<file path="src/rtl/cnn_mac_pkg.sv">
// Shared constants and helpers for the CNN multiply-accumulate pipe.
// Holds the default geometry, the result formatter and the signed-add overflow test.
// Functions are purely combinational and are used inside always_comb blocks.
package cnn_mac_pkg;

  // Default geometry: an 8-bit activation times a 14-bit weight, summed in 32 bits.
  localparam int A_W_DEF        = 8;
  localparam int B_W_DEF        = 14;
  localparam int ACC_W_DEF      = 32;
  localparam int OUT_W_DEF      = 22;
  localparam int MUL_STAGES_DEF = 2;
  localparam int SAT_EN_DEF     = 1;

  // The formatter works on a sign-extended 64-bit view of the accumulator.
  // Callers take the low OUT_W bits of the result.
  localparam int FMT_W = 64;

  // Clamp to the signed OUT_W range when sat_en is set. Otherwise pass the value
  // through, so the caller's truncation gives two's-complement wrap.
  function automatic logic signed [FMT_W-1:0] sat_fmt(
    input logic signed [FMT_W-1:0] acc,
    input int                      out_w,
    input logic                    sat_en
  );
    logic signed [FMT_W-1:0] hi;
    logic signed [FMT_W-1:0] lo;
    hi = (64'sd1 <<< (out_w - 1)) - 64'sd1;
    lo = -(64'sd1 <<< (out_w - 1));
    if (sat_en && (acc > hi)) return hi;
    if (sat_en && (acc < lo)) return lo;
    return acc;
  endfunction

  // A two's-complement add overflows when both operands share a sign
  // and the sum has the other sign.
  function automatic logic add_ovf(
    input logic a_msb,
    input logic b_msb,
    input logic s_msb
  );
    return (a_msb == b_msb) && (s_msb != a_msb);
  endfunction

endpackage

</file>
<file path="src/rtl/cnn_mac_if.sv">
// Beat and result bundle between a producer and the MAC pipe.
// The producer drives ce, beats and operands. The pipe drives the result strobe and data.
// There is no ready signal: the consumer must take every out_valid that is qualified by ce.
interface cnn_mac_if
  import cnn_mac_pkg::*;
#(
  parameter int A_W   = A_W_DEF,
  parameter int B_W   = B_W_DEF,
  parameter int OUT_W = OUT_W_DEF
);
  logic                    ce;
  logic                    in_valid;
  logic                    in_first;
  logic                    in_last;
  logic signed [A_W-1:0]   din0;
  logic signed [B_W-1:0]   din1;
  logic                    out_valid;
  logic signed [OUT_W-1:0] dout;
  logic                    acc_ovf;

  modport master (
    output ce, in_valid, in_first, in_last, din0, din1,
    input  out_valid, dout, acc_ovf
  );

  modport slave (
    input  ce, in_valid, in_first, in_last, din0, din1,
    output out_valid, dout, acc_ovf
  );
endinterface

</file>
<file path="src/rtl/cnn_mac_mul_pipe.sv">
// Signed A_W x B_W multiplier with a pipeline of MUL_STAGES registers for product and sideband.
// Latency: MUL_STAGES ce-enabled edges from the input beat to the p_* outputs.
// There is no backpressure. When ce=0 every stage holds, and bubbles move through as bubbles.
module cnn_mac_mul_pipe
  import cnn_mac_pkg::*;
#(
  parameter int A_W        = A_W_DEF,
  parameter int B_W        = B_W_DEF,
  parameter int MUL_STAGES = MUL_STAGES_DEF
) (
  input  logic                      clk,
  input  logic                      reset,
  input  logic                      ce,
  input  logic                      in_valid,
  input  logic                      in_first,
  input  logic                      in_last,
  input  logic signed [A_W-1:0]     din0,
  input  logic signed [B_W-1:0]     din1,
  output logic                      p_valid,
  output logic                      p_first,
  output logic                      p_last,
  output logic signed [A_W+B_W-1:0] p
);
  localparam int P_W = A_W + B_W;

  typedef struct packed {
    logic                  vld;
    logic                  first;
    logic                  last;
    logic signed [P_W-1:0] prod;
  } beat_t;

  // The multiply is written ahead of a plain register chain. Synthesis retimes
  // the chain into the DSP48 A/B, M and P registers, so any depth from 1 to 4
  // maps onto the slice.
  logic signed [P_W-1:0] prod;
  beat_t                 pipe_q [MUL_STAGES];
  beat_t                 pipe_d [MUL_STAGES];

  assign prod = P_W'(din0) * P_W'(din1);

  // Next state of the chain: stage 0 loads the new beat, later stages shift.
  always_comb begin
    pipe_d[0].vld   = in_valid;
    pipe_d[0].first = in_first;
    pipe_d[0].last  = in_last;
    pipe_d[0].prod  = prod;
    for (int i = 1; i < MUL_STAGES; i++) begin
      pipe_d[i] = pipe_q[i-1];
    end
  end

  // Chain registers. They stall as a whole when ce is low.
  always_ff @(posedge clk or posedge reset) begin
    if (reset) begin
      for (int i = 0; i < MUL_STAGES; i++) begin
        pipe_q[i] <= '0;
      end
    end else if (ce) begin
      for (int i = 0; i < MUL_STAGES; i++) begin
        pipe_q[i] <= pipe_d[i];
      end
    end
  end

  assign p_valid = pipe_q[MUL_STAGES-1].vld;
  assign p_first = pipe_q[MUL_STAGES-1].first;
  assign p_last  = pipe_q[MUL_STAGES-1].last;
  assign p       = pipe_q[MUL_STAGES-1].prod;

endmodule

</file>
<file path="src/rtl/cnn_mac_pipe.sv">
// Grouped signed multiply-accumulate with one saturated, overflow-flagged result per group.
// Latency: a last beat accepted at edge N produces out_valid after edge N+MUL_STAGES (ce edges only).
// There is no backpressure. ce=0 freezes all state, so out_valid is held and must be qualified by ce.
module cnn_mac_pipe
  import cnn_mac_pkg::*;
#(
  parameter int A_W        = A_W_DEF,
  parameter int B_W        = B_W_DEF,
  parameter int ACC_W      = ACC_W_DEF,
  parameter int OUT_W      = OUT_W_DEF,
  parameter int MUL_STAGES = MUL_STAGES_DEF,
  parameter int SAT_EN     = SAT_EN_DEF
) (
  input logic      clk,
  input logic      reset,
  cnn_mac_if.slave bus
);
  localparam int P_W = A_W + B_W;

  // Reject geometries that the datapath cannot represent.
  if (ACC_W < P_W || ACC_W > FMT_W) begin : g_bad_acc_w
    $error("cnn_mac_pipe: ACC_W must lie in [A_W+B_W, 64]");
  end
  if (OUT_W > ACC_W || OUT_W < 2) begin : g_bad_out_w
    $error("cnn_mac_pipe: OUT_W must lie in [2, ACC_W]");
  end
  if (MUL_STAGES < 1 || MUL_STAGES > 4) begin : g_bad_stages
    $error("cnn_mac_pipe: MUL_STAGES must lie in [1, 4]");
  end

  logic                  m_vld;
  logic                  m_first;
  logic                  m_last;
  logic signed [P_W-1:0] m_p;

  cnn_mac_mul_pipe #(
    .A_W        (A_W),
    .B_W        (B_W),
    .MUL_STAGES (MUL_STAGES)
  ) u_mul (
    .clk      (clk),
    .reset    (reset),
    .ce       (bus.ce),
    .in_valid (bus.in_valid),
    .in_first (bus.in_first),
    .in_last  (bus.in_last),
    .din0     (bus.din0),
    .din1     (bus.din1),
    .p_valid  (m_vld),
    .p_first  (m_first),
    .p_last   (m_last),
    .p        (m_p)
  );

  logic signed [ACC_W-1:0] acc_q, acc_d;
  logic                    ovf_q, ovf_d;
  logic                    out_valid_q, out_valid_d;
  logic signed [OUT_W-1:0] dout_q, dout_d;
  logic                    acc_ovf_q, acc_ovf_d;

  logic signed [ACC_W-1:0] p_ext;
  logic signed [ACC_W-1:0] acc_base;
  logic signed [ACC_W-1:0] acc_sum;
  logic                    ovf_nxt;

  // Accumulate datapath. A first beat restarts from zero, which can never
  // overflow, and clears the sticky flag inherited from an abandoned group.
  always_comb begin
    p_ext    = ACC_W'(m_p);
    acc_base = m_first ? '0 : acc_q;
    acc_sum  = acc_base + p_ext;
    ovf_nxt  = (m_first ? 1'b0 : ovf_q)
             | add_ovf(acc_base[ACC_W-1], p_ext[ACC_W-1], acc_sum[ACC_W-1]);
  end

  // Group control. A last beat publishes the formatted sum and clears the
  // accumulator, so a following beat without first still starts clean.
  always_comb begin
    acc_d       = acc_q;
    ovf_d       = ovf_q;
    out_valid_d = 1'b0;
    dout_d      = dout_q;
    acc_ovf_d   = acc_ovf_q;
    if (m_vld) begin
      acc_d = acc_sum;
      ovf_d = ovf_nxt;
      if (m_last) begin
        out_valid_d = 1'b1;
        dout_d      = OUT_W'(sat_fmt(64'(acc_sum), OUT_W, SAT_EN != 0));
        acc_ovf_d   = ovf_nxt;
        acc_d       = '0;
        ovf_d       = 1'b0;
      end
    end
  end

  // Accumulator and output registers. They freeze together with the multiplier while ce is low.
  always_ff @(posedge clk or posedge reset) begin
    if (reset) begin
      acc_q       <= '0;
      ovf_q       <= 1'b0;
      out_valid_q <= 1'b0;
      dout_q      <= '0;
      acc_ovf_q   <= 1'b0;
    end else if (bus.ce) begin
      acc_q       <= acc_d;
      ovf_q       <= ovf_d;
      out_valid_q <= out_valid_d;
      dout_q      <= dout_d;
      acc_ovf_q   <= acc_ovf_d;
    end
  end

  assign bus.out_valid = out_valid_q;
  assign bus.dout      = dout_q;
  assign bus.acc_ovf   = acc_ovf_q;

endmodule

</file>
<file path="src/flat_wrapper.sv">
// flat-port wrapper written by rule: the top's interface ports become plain ports
module cnn_mac_pipe_flat import cnn_mac_pkg::*;
#(
  parameter int A_W        = A_W_DEF,
  parameter int B_W        = B_W_DEF,
  parameter int ACC_W      = ACC_W_DEF,
  parameter int OUT_W      = OUT_W_DEF,
  parameter int MUL_STAGES = MUL_STAGES_DEF,
  parameter int SAT_EN     = SAT_EN_DEF
)
  (clk, reset, bus_ce, bus_in_valid, bus_in_first, bus_in_last, bus_din0, bus_din1, bus_out_valid, bus_dout, bus_acc_ovf);
  cnn_mac_if #(.A_W(A_W), .B_W(B_W), .OUT_W(OUT_W)) bus_i ();
  input logic clk;
  input logic reset;
  input wire logic [$bits(bus_i.ce)-1:0] bus_ce;
  input wire logic [$bits(bus_i.in_valid)-1:0] bus_in_valid;
  input wire logic [$bits(bus_i.in_first)-1:0] bus_in_first;
  input wire logic [$bits(bus_i.in_last)-1:0] bus_in_last;
  input wire logic [$bits(bus_i.din0)-1:0] bus_din0;
  input wire logic [$bits(bus_i.din1)-1:0] bus_din1;
  output wire logic [$bits(bus_i.out_valid)-1:0] bus_out_valid;
  output wire logic [$bits(bus_i.dout)-1:0] bus_dout;
  output wire logic [$bits(bus_i.acc_ovf)-1:0] bus_acc_ovf;
  assign bus_i.ce = bus_ce;
  assign bus_i.in_valid = bus_in_valid;
  assign bus_i.in_first = bus_in_first;
  assign bus_i.in_last = bus_in_last;
  assign bus_i.din0 = bus_din0;
  assign bus_i.din1 = bus_din1;
  assign bus_out_valid = bus_i.out_valid;
  assign bus_dout = bus_i.dout;
  assign bus_acc_ovf = bus_i.acc_ovf;
  cnn_mac_pipe #(.A_W(A_W), .B_W(B_W), .ACC_W(ACC_W), .OUT_W(OUT_W), .MUL_STAGES(MUL_STAGES), .SAT_EN(SAT_EN)) u_core (.clk(clk), .reset(reset), .bus(bus_i));
endmodule
</file>
<file path="config.mk">
export PLATFORM = sky130hd
export DESIGN_NAME = cnn_mac_pipe_flat
export DESIGN_NICKNAME = d
export VERILOG_FILES = /design/src/rtl/cnn_mac_pkg.sv /design/src/rtl/cnn_mac_if.sv /design/src/rtl/cnn_mac_mul_pipe.sv /design/src/rtl/cnn_mac_pipe.sv /design/src/flat_wrapper.sv
export SDC_FILE = /design/constraint.sdc
export NUM_CORES = 1
export LEC_CHECK = 0
export BUFFER_PORTS_ARGS = -buffer_cell sky130_fd_sc_hd__buf_2
export CORE_ASPECT_RATIO = 1.5
export CORE_MARGIN = 2
export CORE_UTILIZATION = 53
export CTS_CLUSTER_DIAMETER = 150
export DETAILED_ROUTE_END_ITERATION = 12
export PLACE_DENSITY = 0.71
export SLEW_MARGIN = 20
export SYNTH_ARGS = -nofsm -noshare
export SYNTH_HDL_FRONTEND = slang
export SYNTH_HIERARCHICAL = 1
export SYNTH_SLANG_ARGS = --single-unit
</file>
<file path="constraint.sdc">
create_clock -name clk -period 5.2 [get_ports clk]
set_clock_uncertainty 0.05 [all_clocks]
set_input_delay 1.3 -clock clk [delete_from_list [all_inputs] [get_ports clk]]
set_output_delay 1.3 -clock clk [all_outputs]
set_load 0.1 [all_outputs]
</file>
==> flow_summary.ini <==
[worst_hold_path]
hold_end = u_core/acc_q[28]$_DFFE_PP0P_
min-delay-start = u_core/acc_q[28]$_DFFE_PP0P_
hold_path.class = flip-flop to flip-flop
hold_depth = 2

[synthesis]
yosysUniqueCellTypes = 73
syn_nets = 1282
synth.avg_cell_area_sq_um = 9.35
ys_ff_latch = 107
synth.top_cell.area_share_pct = 26.3
synth-seq-area-share_pct = 26.3
async_reset_ff_share_pct = 100
syn-instance-count = 1090
synth_edf_count = 0
synth_ff_type = dfrtp_1
ys_warn_count = 6
synthTopCellsByArea = dfrtp_1 (26%), fa_1 (18%), ha_1 (8.8%), inv_1 (5.1%), mux2_2 (4.5%)
synth.cell_area_sq_mm = 0.0102
synth_largest_area_cell = dfrtp_1

[worst_setup_path]
cp_max_fo = 9
reg2reg_from = u_core/u_mul/p_first$_DFFE_PP0P_
max_stage_delay_ps = 540
slowest_stage = fa_1
path_cells = clkbuf_4 -> inv_6 -> nor2_2 -> fa_1 -> fa_1 -> fa_1 -> inv_1 -> fa_1 -> inv_1 -> ha_4 -> a21oi_2 -> nand2_2 -> o2111ai_4 -> a21boi_2 -> or4_1 -> nand3_1
critical_path_buf_inv_count = 4
cp_top_family = adder cells
reg2reg_to = u_core/bus.dout[3]$_DFFE_PP0P_
ff2ff_setup_slack_ps = 770
critPathMostFrequentCell = fa_1
cp.arrival_ps = 5290
critical_path_class = input pin to flip-flop
crit_required_ps = 5440
end_kind = flip-flop
cp-start-kind = input pin
worst_r2r_path_depth = 14

[pwr]
p_leak_nw = 5.51
power_density_mw_per_mm2 = 631
peakVddDrop_mv = 0.259

[final_layout]
drive_above_1_share_pct = 21.1
nets = 1386
antenna_cells = 0
postLayoutCellArea_sq_mm = 0.0117
filler_cell_count = 1680
area.growth.synth_to_final_pct = 15.2

[timing]
setup_violations = 0
min_period_over_period_pct = 97.1
fmax_mhz = 198
final-max-slew-violation-count = 0
max_slew.worst_pin.slew_ps = 835
setup_ws_ps = 151
slew_headroom_pct = 44.3
whs_ps = 426
finalCriticalPeriod_ps = 5050
finalHoldViolCount = 0

[routing]
drtIter0Drc = 357
routed_wl_um = 21400
first_pass_iters = 5
routedWlPerCell_um = 14.7
via_count = 7840
vias_per_cell = 5.39
antenna_left = 0
post-route-drc-count = 0

[global_routing]
grt_pass1_wl_um = 36700
grt_overflow_total = 0
grt_use_total_pct = 22.2
first_global_vias = 8017
grt_max_degree = 58
antenna_found_initial = 0

[place]
placed_cell_area_sq_mm = 0.0113
routabilityCongestion = 0.909
dp_hpwl_um = 17500
numPortBuffers = 51
dp_slack_ps = -416

[floorplan]
die-area_sq_mm = 0.0204
die_w_um = 117
start_util_pct = 53.6
ioPinCount = 52
core-area_sq_mm = 0.0190
die_height_um = 174
rows = 62

[clock_network]
htree_num_levels = 3
cts-root-buf = clkbuf_16
cts-hold-fix-buffers = 0
numCtsBuffers = 9
cts.sinks = 107
cts_tree = done
clk_pin_slew_ps = 80
clk_path_buf_depth = 2
insertion_delay_ps = 360

[status]
status = finished clean

[flow_run]
maxCapViolations = 0
[worst register-to-register path, stage by stage (launching register included)]
cell and delay, ps:
dfrtp_1 610, nor2b_1 210, ha_1 210, inv_1 60, fa_1 390, nand2b_1 200
a21o_1 220, a2111oi_2 410, nor3_1 220, a21oi_1 350, xnor2_1 130, nor4_1 190
and4_1 670, o21ai_0 240, a21oi_1 180
[Yosys cell counts (3+ instances only)]
cell and count:
xor2_1 16, o31ai_1 6, o21bai_1 5, clkbuf_1 31, nor3_1 13, a21o_1 12
inv_1 138, fa_1 92, buf_6 4, ha_1 72, dfrtp_1 107, a21oi_1 74
mux2_2 41, xnor2_1 29, nand3_1 13, a211o_1 3, o21ai_1 4, nand2b_1 9
nand2_1 78, a21oi_2 4, a21o_2 3, o21a_1 7, nand4_1 9, and2_1 72
nor2_1 64, a211oi_1 5, o21ai_0 52, nor3b_1 3, o211ai_1 14, o21ai_2 3
a22o_1 23, nor4_1 3, nor2b_1 32
[layer usage]
layer | vias to the layer above | share of wire, % | track usage (%)
met5 | - | 0 | 0
met4 | 0 | 1.9 | 8.48
met3 | 26 | 2.6 | 1.71
met2 | 147 | 54 | 40.2
met1 | 3807 | 42 | 26.7
li1 | 3860 | - | -
[cell families (layout without fill, tap and decap cells)]
| logic type | count (synthesis) | in the layout | synth area share, % |
|---|---|---|---|
| and+or+nand+nor | 316 | 316 | 15.9 |
| AOI/OAI and AO/OA | 238 | 238 | 15.4 |
| buffers and inverters | 178 | 287 | 6.95 |
| adders and majority gates | 164 | 164 | 26.9 |
| DFF | 107 | 107 | 26.3 |
| xor gates and xnor gates | 45 | 45 | 3.87 |
| muxes | 42 | 42 | 4.68 |
[report_power, final]
group	switching, mW	internal (mW)	total [mW]
logic	3.08	2.22	5.31
registers	0.208	1.19	1.40
clock network	0.350	0.350	0.699
[placed cells by master, fill, tap and decap left out, types with 8 or more instances in the layout]
master / Yosys / layout
inv_1: 138 / 133
dfrtp_1: 107 / 107
fa_1: 92 / 90
buf_4: 0 / 84
nand2_1: 78 / 73
and2_1: 72 / 70
a21oi_1: 74 / 68
ha_1: 72 / 63
nor2_1: 64 / 60
o21ai_0: 52 / 51
buf_2: 2 / 44
mux2_2: 41 / 41
nor2b_1: 32 / 32
xnor2_1: 29 / 29
a22o_1: 23 / 23
xor2_1: 16 / 16
o211ai_1: 14 / 14
nand3_1: 13 / 13
nor3_1: 13 / 13
a21o_1: 12 / 12
clkbuf_16: 0 / 9
a21oi_2: 4 / 9
nand4_1: 9 / 9
nand2b_1: 9 / 8
[cell type report]
type | count | area (sq um) | share of cell area, %
Multi-Input combinational cell | 805 | 7010 | 59.7
Sequential cell | 107 | 2680 | 22.8
Timing Repair Buffer | 133 | 888 | 7.57
Inverter | 138 | 524 | 4.47
Tap cell | 256 | 320 | 2.73
Clock buffer | 9 | 225 | 1.92
Clock inverter | 7 | 90.1 | 0.767
[repair_timing]
item	CTS	global route
endpoints found under the hold margin	0	0
endpoints found under the setup margin	1	10
resized for setup	1	36
setup buffers	0	1
pin swaps	1	15
[worst max path at each step]
stage / from / endpoint / slack (ps) / cells past startpoint
final: bus_din0[7] / u_core/u_mul/pipe_d[16]$_DFFE_PP0P_ / 150 / 16
after detailed placement: bus_din1[0] / u_core/u_mul/pipe_d[19]$_DFFE_PP0P_ / -420 / 16
after CTS: bus_din1[0] / u_core/u_mul/pipe_d[19]$_DFFE_PP0P_ / 9 / 16
after global routing: bus_din1[7] / u_core/u_mul/pipe_d[16]$_DFFE_PP0P_ / -2 / 15
after floorplan: bus_din0[4] / u_core/u_mul/pipe_d[17]$_DFFE_PP0P_ / -3 / 16
after global placement: bus_din1[0] / u_core/u_mul/pipe_d[19]$_DFFE_PP0P_ / -320 / 16
[registers in the layout (all words and copies together), names as in the netlist]
register	cells
u_core/u_mul/p	22
u_core/ovf_q	1
u_core/bus.out_valid	1
u_core/bus.acc_ovf	1
u_core/u_mul/p_last	1
u_core/bus.dout	22
u_core/u_mul/p_valid	1
u_core/u_mul/pipe_d	25
u_core/u_mul/p_first	1
u_core/acc_q	32
[stage by stage]
step           cells  util (%)  setup TNS [ps]  power (mW)
2_1_floorplan   1090         -           -2.62        5.29
3_3_place_gp    1438      59.4           -2290        6.44
3_5_place_dp    1438      59.4           -2980        6.56
4_1_cts         1454      61.1               0        7.29
5_1_grt         1455      61.8           -1.82        8.13
6_report        1455      61.8               0        7.41
Power figures use the tool's default switching activity.
